## src/rtl/unified_mem_arbiter_pkg.sv

```systemverilog
// rtl/unified_mem_arbiter_pkg.sv - shared encodings for the unified memory arbiter
// Purpose: FSM state codes, DMType memory-access codes and the grant-select result type.
package unified_mem_arbiter_pkg;

  // FSM state encoding
  localparam logic [1:0] ST_IDLE  = 2'd0;
  localparam logic [1:0] ST_GNT_I = 2'd1;
  localparam logic [1:0] ST_GNT_D = 2'd2;

  // DMType codes, same values as the pipeline's ctrl_encode_def.v
  localparam logic [2:0] DM_WORD     = 3'b000;
  localparam logic [2:0] DM_HALFWORD = 3'b001;
  localparam logic [2:0] DM_BYTE     = 3'b011;

  typedef enum logic [1:0] {
    GRANT_NONE = 2'd0,
    GRANT_I    = 2'd1,
    GRANT_D    = 2'd2
  } grant_t;

endpackage

```

## src/rtl/unified_mem_arbiter_arb_grant_sel.sv

```systemverilog
// rtl/unified_mem_arbiter_arb_grant_sel.sv - data-priority grant select with starvation bound
// Purpose: picks which requester owns the memory next and tracks the data-grant streak.
// Ports:
//   clk, reset_n  clock / async active-low reset
//   idle          arbiter is free to grant this cycle
//   i_elig        fetch request eligible (pending and not pulsing ready)
//   d_elig        data request eligible (pending and not pulsing ready)
//   if_req        raw fetch request, used to decide whether a D grant extends the streak
//   grant         selection for this cycle (GRANT_NONE when not idle or nothing eligible)
module unified_mem_arbiter_arb_grant_sel
  import unified_mem_arbiter_pkg::*;
#(
  parameter int STARVE_LIMIT = 4
) (
  input  logic   clk,
  input  logic   reset_n,
  input  logic   idle,
  input  logic   i_elig,
  input  logic   d_elig,
  input  logic   if_req,
  output grant_t grant
);

  localparam int            SW    = $clog2(STARVE_LIMIT + 1);
  localparam logic [SW-1:0] LIMIT = SW'(STARVE_LIMIT);

  logic [SW-1:0] streak;

  // Data wins unless the fetch side has already lost STARVE_LIMIT times in a row.
  always_comb begin
    grant = GRANT_NONE;
    if (idle) begin
      if (i_elig && (!d_elig || streak == LIMIT)) begin
        grant = GRANT_I;
      end else if (d_elig) begin
        grant = GRANT_D;
      end
    end
  end

  // A D grant only counts against the fetch side when a fetch was actually waiting.
  always_ff @(posedge clk or negedge reset_n) begin
    if (!reset_n) begin
      streak <= '0;
    end else if (grant == GRANT_I) begin
      streak <= '0;
    end else if (grant == GRANT_D) begin
      if (!if_req) begin
        streak <= '0;
      end else if (streak != LIMIT) begin
        streak <= streak + 1'b1;
      end
    end
  end

endmodule

```

## src/rtl/unified_mem_arbiter.sv

```systemverilog
// rtl/unified_mem_arbiter.sv - shares one variable-latency memory between fetch and load/store ports
// Purpose: grants one requester at a time, holds the memory request stable until ack,
//   returns read data with a one-cycle ready pulse.
// Ports:
//   fetch side : if_req, if_addr -> if_rdata, if_ready
//   data side  : d_req, d_we, d_type, d_addr, d_wdata -> d_rdata, d_ready
//   memory side: mem_req, mem_we, mem_type, mem_addr, mem_wdata <- mem_rdata, mem_ack
//   stalls     : stall_if, stall_mem (combinational, back to the pipeline)
module unified_mem_arbiter
  import unified_mem_arbiter_pkg::*;
#(
  parameter int AW           = 32,
  parameter int DW           = 32,
  parameter int STARVE_LIMIT = 4
) (
  input  logic          clk,
  input  logic          reset_n,
  input  logic          if_req,
  input  logic [AW-1:0] if_addr,
  output logic [DW-1:0] if_rdata,
  output logic          if_ready,
  input  logic          d_req,
  input  logic          d_we,
  input  logic [2:0]    d_type,
  input  logic [AW-1:0] d_addr,
  input  logic [DW-1:0] d_wdata,
  output logic [DW-1:0] d_rdata,
  output logic          d_ready,
  output logic          mem_req,
  output logic          mem_we,
  output logic [2:0]    mem_type,
  output logic [AW-1:0] mem_addr,
  output logic [DW-1:0] mem_wdata,
  input  logic [DW-1:0] mem_rdata,
  input  logic          mem_ack,
  output logic          stall_if,
  output logic          stall_mem
);

  logic [1:0] state;
  grant_t     grant;
  logic       i_elig;
  logic       d_elig;

  // A requester that is pulsing ready is still holding req for the access just finished.
  assign i_elig = if_req & ~if_ready;
  assign d_elig = d_req & ~d_ready;

  assign stall_if  = if_req & ~if_ready;
  assign stall_mem = d_req & ~d_ready;

  unified_mem_arbiter_arb_grant_sel #(
    .STARVE_LIMIT(STARVE_LIMIT)
  ) u_grant_sel (
    .clk    (clk),
    .reset_n(reset_n),
    .idle   (state == ST_IDLE),
    .i_elig (i_elig),
    .d_elig (d_elig),
    .if_req (if_req),
    .grant  (grant)
  );

  always_ff @(posedge clk or negedge reset_n) begin
    if (!reset_n) begin
      state     <= ST_IDLE;
      mem_req   <= 1'b0;
      mem_we    <= 1'b0;
      mem_type  <= '0;
      mem_addr  <= '0;
      mem_wdata <= '0;
      if_rdata  <= '0;
      d_rdata   <= '0;
      if_ready  <= 1'b0;
      d_ready   <= 1'b0;
    end else begin
      if_ready <= 1'b0;
      d_ready  <= 1'b0;
      case (state)
        ST_IDLE: begin
          // mem_ack is ignored here; only a grant moves the FSM.
          if (grant == GRANT_I) begin
            state    <= ST_GNT_I;
            mem_req  <= 1'b1;
            mem_we   <= 1'b0;
            mem_type <= DM_WORD;
            mem_addr <= if_addr;
          end else if (grant == GRANT_D) begin
            state     <= ST_GNT_D;
            mem_req   <= 1'b1;
            mem_we    <= d_we;
            mem_type  <= d_type;
            mem_addr  <= d_addr;
            mem_wdata <= d_wdata;
          end
        end
        ST_GNT_I: begin
          if (mem_ack) begin
            if_rdata <= mem_rdata;
            if_ready <= 1'b1;
            mem_req  <= 1'b0;
            state    <= ST_IDLE;
          end
        end
        ST_GNT_D: begin
          if (mem_ack) begin
            // Stores leave the last load result in place.
            if (!mem_we) begin
              d_rdata <= mem_rdata;
            end
            d_ready <= 1'b1;
            mem_req <= 1'b0;
            mem_we  <= 1'b0;
            state   <= ST_IDLE;
          end
        end
        default: begin
          state   <= ST_IDLE;
          mem_req <= 1'b0;
          mem_we  <= 1'b0;
        end
      endcase
    end
  end

endmodule

```

## config.mk

```make
export PLATFORM = sky130hd
export DESIGN_NAME = unified_mem_arbiter
export DESIGN_NICKNAME = d
export VERILOG_FILES = /design/src/rtl/unified_mem_arbiter_pkg.sv /design/src/rtl/unified_mem_arbiter_arb_grant_sel.sv /design/src/rtl/unified_mem_arbiter.sv
export SDC_FILE = /design/constraint.sdc
export NUM_CORES = 1
export LEC_CHECK = 0
export ABC_CLOCK_PERIOD_IN_PS = 2100
export BUFFER_PORTS_ARGS = -buffer_cell sky130_fd_sc_hd__buf_2
export CAP_MARGIN = 20
export CELL_PAD_IN_SITES_DETAIL_PLACEMENT = 2
export CELL_PAD_IN_SITES_GLOBAL_PLACEMENT = 2
export CORE_MARGIN = 1.5
export CORE_UTILIZATION = 27
export CTS_BUF_LIST = sky130_fd_sc_hd__clkbuf_8
export DETAILED_ROUTE_END_ITERATION = 12
export PLACE_DENSITY_LB_ADDON = 0.05
export SYNTH_ARGS = -nofsm -noshare
export SYNTH_HDL_FRONTEND = slang
export SYNTH_SLANG_ARGS = --single-unit
```

## constraint.sdc

```tcl
create_clock -name clk -period 2.1 [get_ports clk]
set_input_delay 0.105 -clock clk [delete_from_list [all_inputs] [get_ports clk]]
set_output_delay 0.105 -clock clk [all_outputs]
set_load 0.02 [all_outputs]
```

==> flow_summary.ini <==
[setup_path]
worst-path-buf-inv = 1
critical_path.top_delay_family = simple AND/OR/NAND/NOR gates
crit_required_ns = 2.44
arrival_ns = 2.31
r2r_start = u_grant_sel.streak[1]
slowest_delay_ns = 0.39
critical_path.slowest_cell = dfrtp_1
crit_start = u_grant_sel.streak[1]
critPathCaptureType = flip-flop
crit_fanout = 3
r2r_slack_ns = 0.13
crit_type = reg2reg
crit_chain = inv_2 -> ha_4 -> nand2_2 -> nand2_2 -> nand3_1 -> ha_4 -> nand2b_4 -> or3b_1 -> o311ai_2
startpoint_type = flip-flop

[drt]
wirelength_mm = 19.1
wl_per_cell_um = 17.1
vias = 4912
via_per_inst = 4.39
drtIter0Drc = 43
drt_first_pass_iters = 4
ant_nets = 0
drcViolationCount = 0

[synthesis]
postSynthCellCount = 414
synth_seq_cells = 140
yosysUniqueCellTypes = 29
synth_area_leaders = dfrtp_1, mux2_2, mux2i_1, o21ai_0, nand2_1
ys_async_sr_fraction = 1.00
yosysWarnings = 0
synth.top_cell.area_share = 0.613
synth_edf_count = 0
yosysTopAreaCell = dfrtp_1
ys_seq_area_frac = 0.613
ys.flop_type = dfrtp_1
netlist_area_sq_um = 5710
synthesis.nets = 558
syn_avg_cell_area_sq_um = 13.8

[timing]
timing.final.max_slew_violations = 0
relSlewSlack = 0.670
fin_skew_ns = 0.0232
setup_viol = 0
worst_pin_slew_ns = 0.496
final-hold-violation-count = 0
fin_crit_sh = 0.939
rsz0062_at_grt = no
holdWs_ns = 0.0526
fin_crit_ns = 1.97
fmax_mhz = 507

[placed_design]
place.gp.congestion = 0.704
io_buffers = 273
dp_hpwl_mm = 12.4

[die]
io_pins = 274
start_util = 0.273
die-height_um = 148
die_width_um = 148
rows = 53
dieArea_sq_um = 22000
core_area_sq_um = 20900

[global_routing]
grt_antenna_before_repair = 0
grt_overflow = 0
grt_pass1_vias = 5793
grt_pass1_wl_mm = 30.1
gr-usage-all-layers = 0.178
grt_start_max_net_pins = 72

[cts]
clock-sinks = 140
cts_buffers = 17
clk_latency_ns = 0.46
cts.reportedPaths.clkPinSlew_ns = 0.08
max-clock-path-buffers = 2
clockRootBuffer = clkbuf_8
cts_tree = built
cts_max_level = 4

[power]
ir_worst_vdd_mv = 0.495
leakage_uw = 0.00456
p_per_area_nw_per_um2 = 1490

[cells_and_area]
final_util = 0.446
syn_to_final_growth_pct = 63.1
drive_gt1_frac = 0.509
fin_nets = 975
antennaDiodeCount = 0

[run_status]
outcome = complete, no violations

[worst_hold_path]
hold_path.class = in2reg
min-delay-start = d_we

[job]
maxCapViolCount = 0
[per-layer routing]
| layer | wire length, um | part of all wire | track usage |
|---|---|---|---|
| met2 | 10000 | 0.53 | 0.318 |
| met3 | 1370 | 0.072 | 0.0626 |
| met4 | 504 | 0.026 | 0.0772 |
| met5 | 0 | 0 | 0 |
| met1 | 7190 | 0.38 | 0.188 |
[layout make-up]
cell class                      count  area (sq um)
Fill cell                        2129         11600
Multi-Input combinational cell    244          2120
Sequential cell                   140          3500
Inverter                            6          22.5
Clock inverter                     15           140
Tap cell                          275           344
Timing Repair Buffer              422          2950
Clock buffer                       17           234
[Yosys cell counts, types with 2 or more instances]
master and n:
o21ai_0 36, inv_1 6, buf_4 3, mux2i_1 32, nand2b_1 5, o22a_1 2
nor2_1 2, ha_1 7, buf_2 11, mux2_2 96, a22o_1 2, nor2b_1 5
nand2_1 40, clkbuf_1 8, and3_1 2, dfrtp_1 140, buf_6 2, nand3_1 4
[power by group]
part	total (uW)	internal [uW]	switching (uW)	leakage [uW]
logic	7040	3010	4020	0.00266
clock network	2110	955	1160	0.000185
registers	4730	4060	667	0.00171
total	13900	8030	5850	0.00456
[path summary, 6_finish.rpt]
check	end	cells past startpoint
worst max-delay path	mem_we	9
max in group asynchronous	if_ready	3
worst min register to register	mem_addr[7]	2
min in group asynchronous	mem_wdata[20]	2
worst min-delay path	mem_we	3
worst max register to register	mem_we	9
[metrics by stage]
step	setup slack (ns)	power, uW	TNS [ns]	cells	instance area [sq um]
floorplan	-0.102	8990	-0.102	414	5740
global placement	0.0772	11200	0	950	7510
detailed placement	-0.0748	11400	-0.0748	950	7510
CTS	0.0214	13900	0	1118	9260
global route	0.00443	14900	0	1119	9320
finish	0.127	13900	0	1119	9320
[cells in the final DEF (no fill, tap or decap), types with 3 or more instances in the layout]
master / n
buf_2: 272
dfrtp_1: 139
dlygate4sd3_1: 133
mux2_2: 96
nand2_1: 38
o21ai_0: 36
mux2i_1: 32
clkbuf_8: 17
buf_12: 7
buf_4: 7
inv_1: 6
nand2b_1: 5
inv_6: 5
clkinvlp_4: 4
nand3_1: 3
nor2b_1: 3
ha_4: 3
ha_1: 3
[worst reg2reg max path: stages, from the launching register on]
cell and delay (ns):
dfrtp_1 0.39, inv_2 0.07, ha_4 0.15, nand2_2 0.07, nand2_2 0.08, nand3_1 0.12
ha_4 0.24, nand2b_4 0.13, or3b_1 0.38, o311ai_2 0.24
[kinds of logic (layout without fill, tap and decap cells)]
kind of cell | count (synthesis) | in the layout | synth area share
AO/OA/AOI/OAI | 46 | 46 | 0.0467
adder cells (fa/ha/maj) | 7 | 7 | 0.0153
buffers and inverters | 30 | 460 | 0.0267
flip-flops | 140 | 140 | 0.613
multiplexers | 129 | 129 | 0.247
AND/OR/NAND/NOR | 62 | 62 | 0.0506
[timing repair]
action,in CTS,in global routing
buffers inserted,3,0
gates cloned,0,1
setup endpoints to repair,3,34
gates resized for setup,5,5
hold buffers,133,0
pin swaps,4,1
hold endpoints to repair,181,0
[flip-flops by register name, indices dropped and copies added, names as in the netlist]
register / flops
d_ready: 1
state: 2
d_rdata: 32
mem_type: 3
mem_we: 1
mem_addr: 32
mem_wdata: 32
if_ready: 1
mem_req: 1
u_grant_sel.streak: 3
if_rdata: 32
Power figures use the tool's default switching activity.
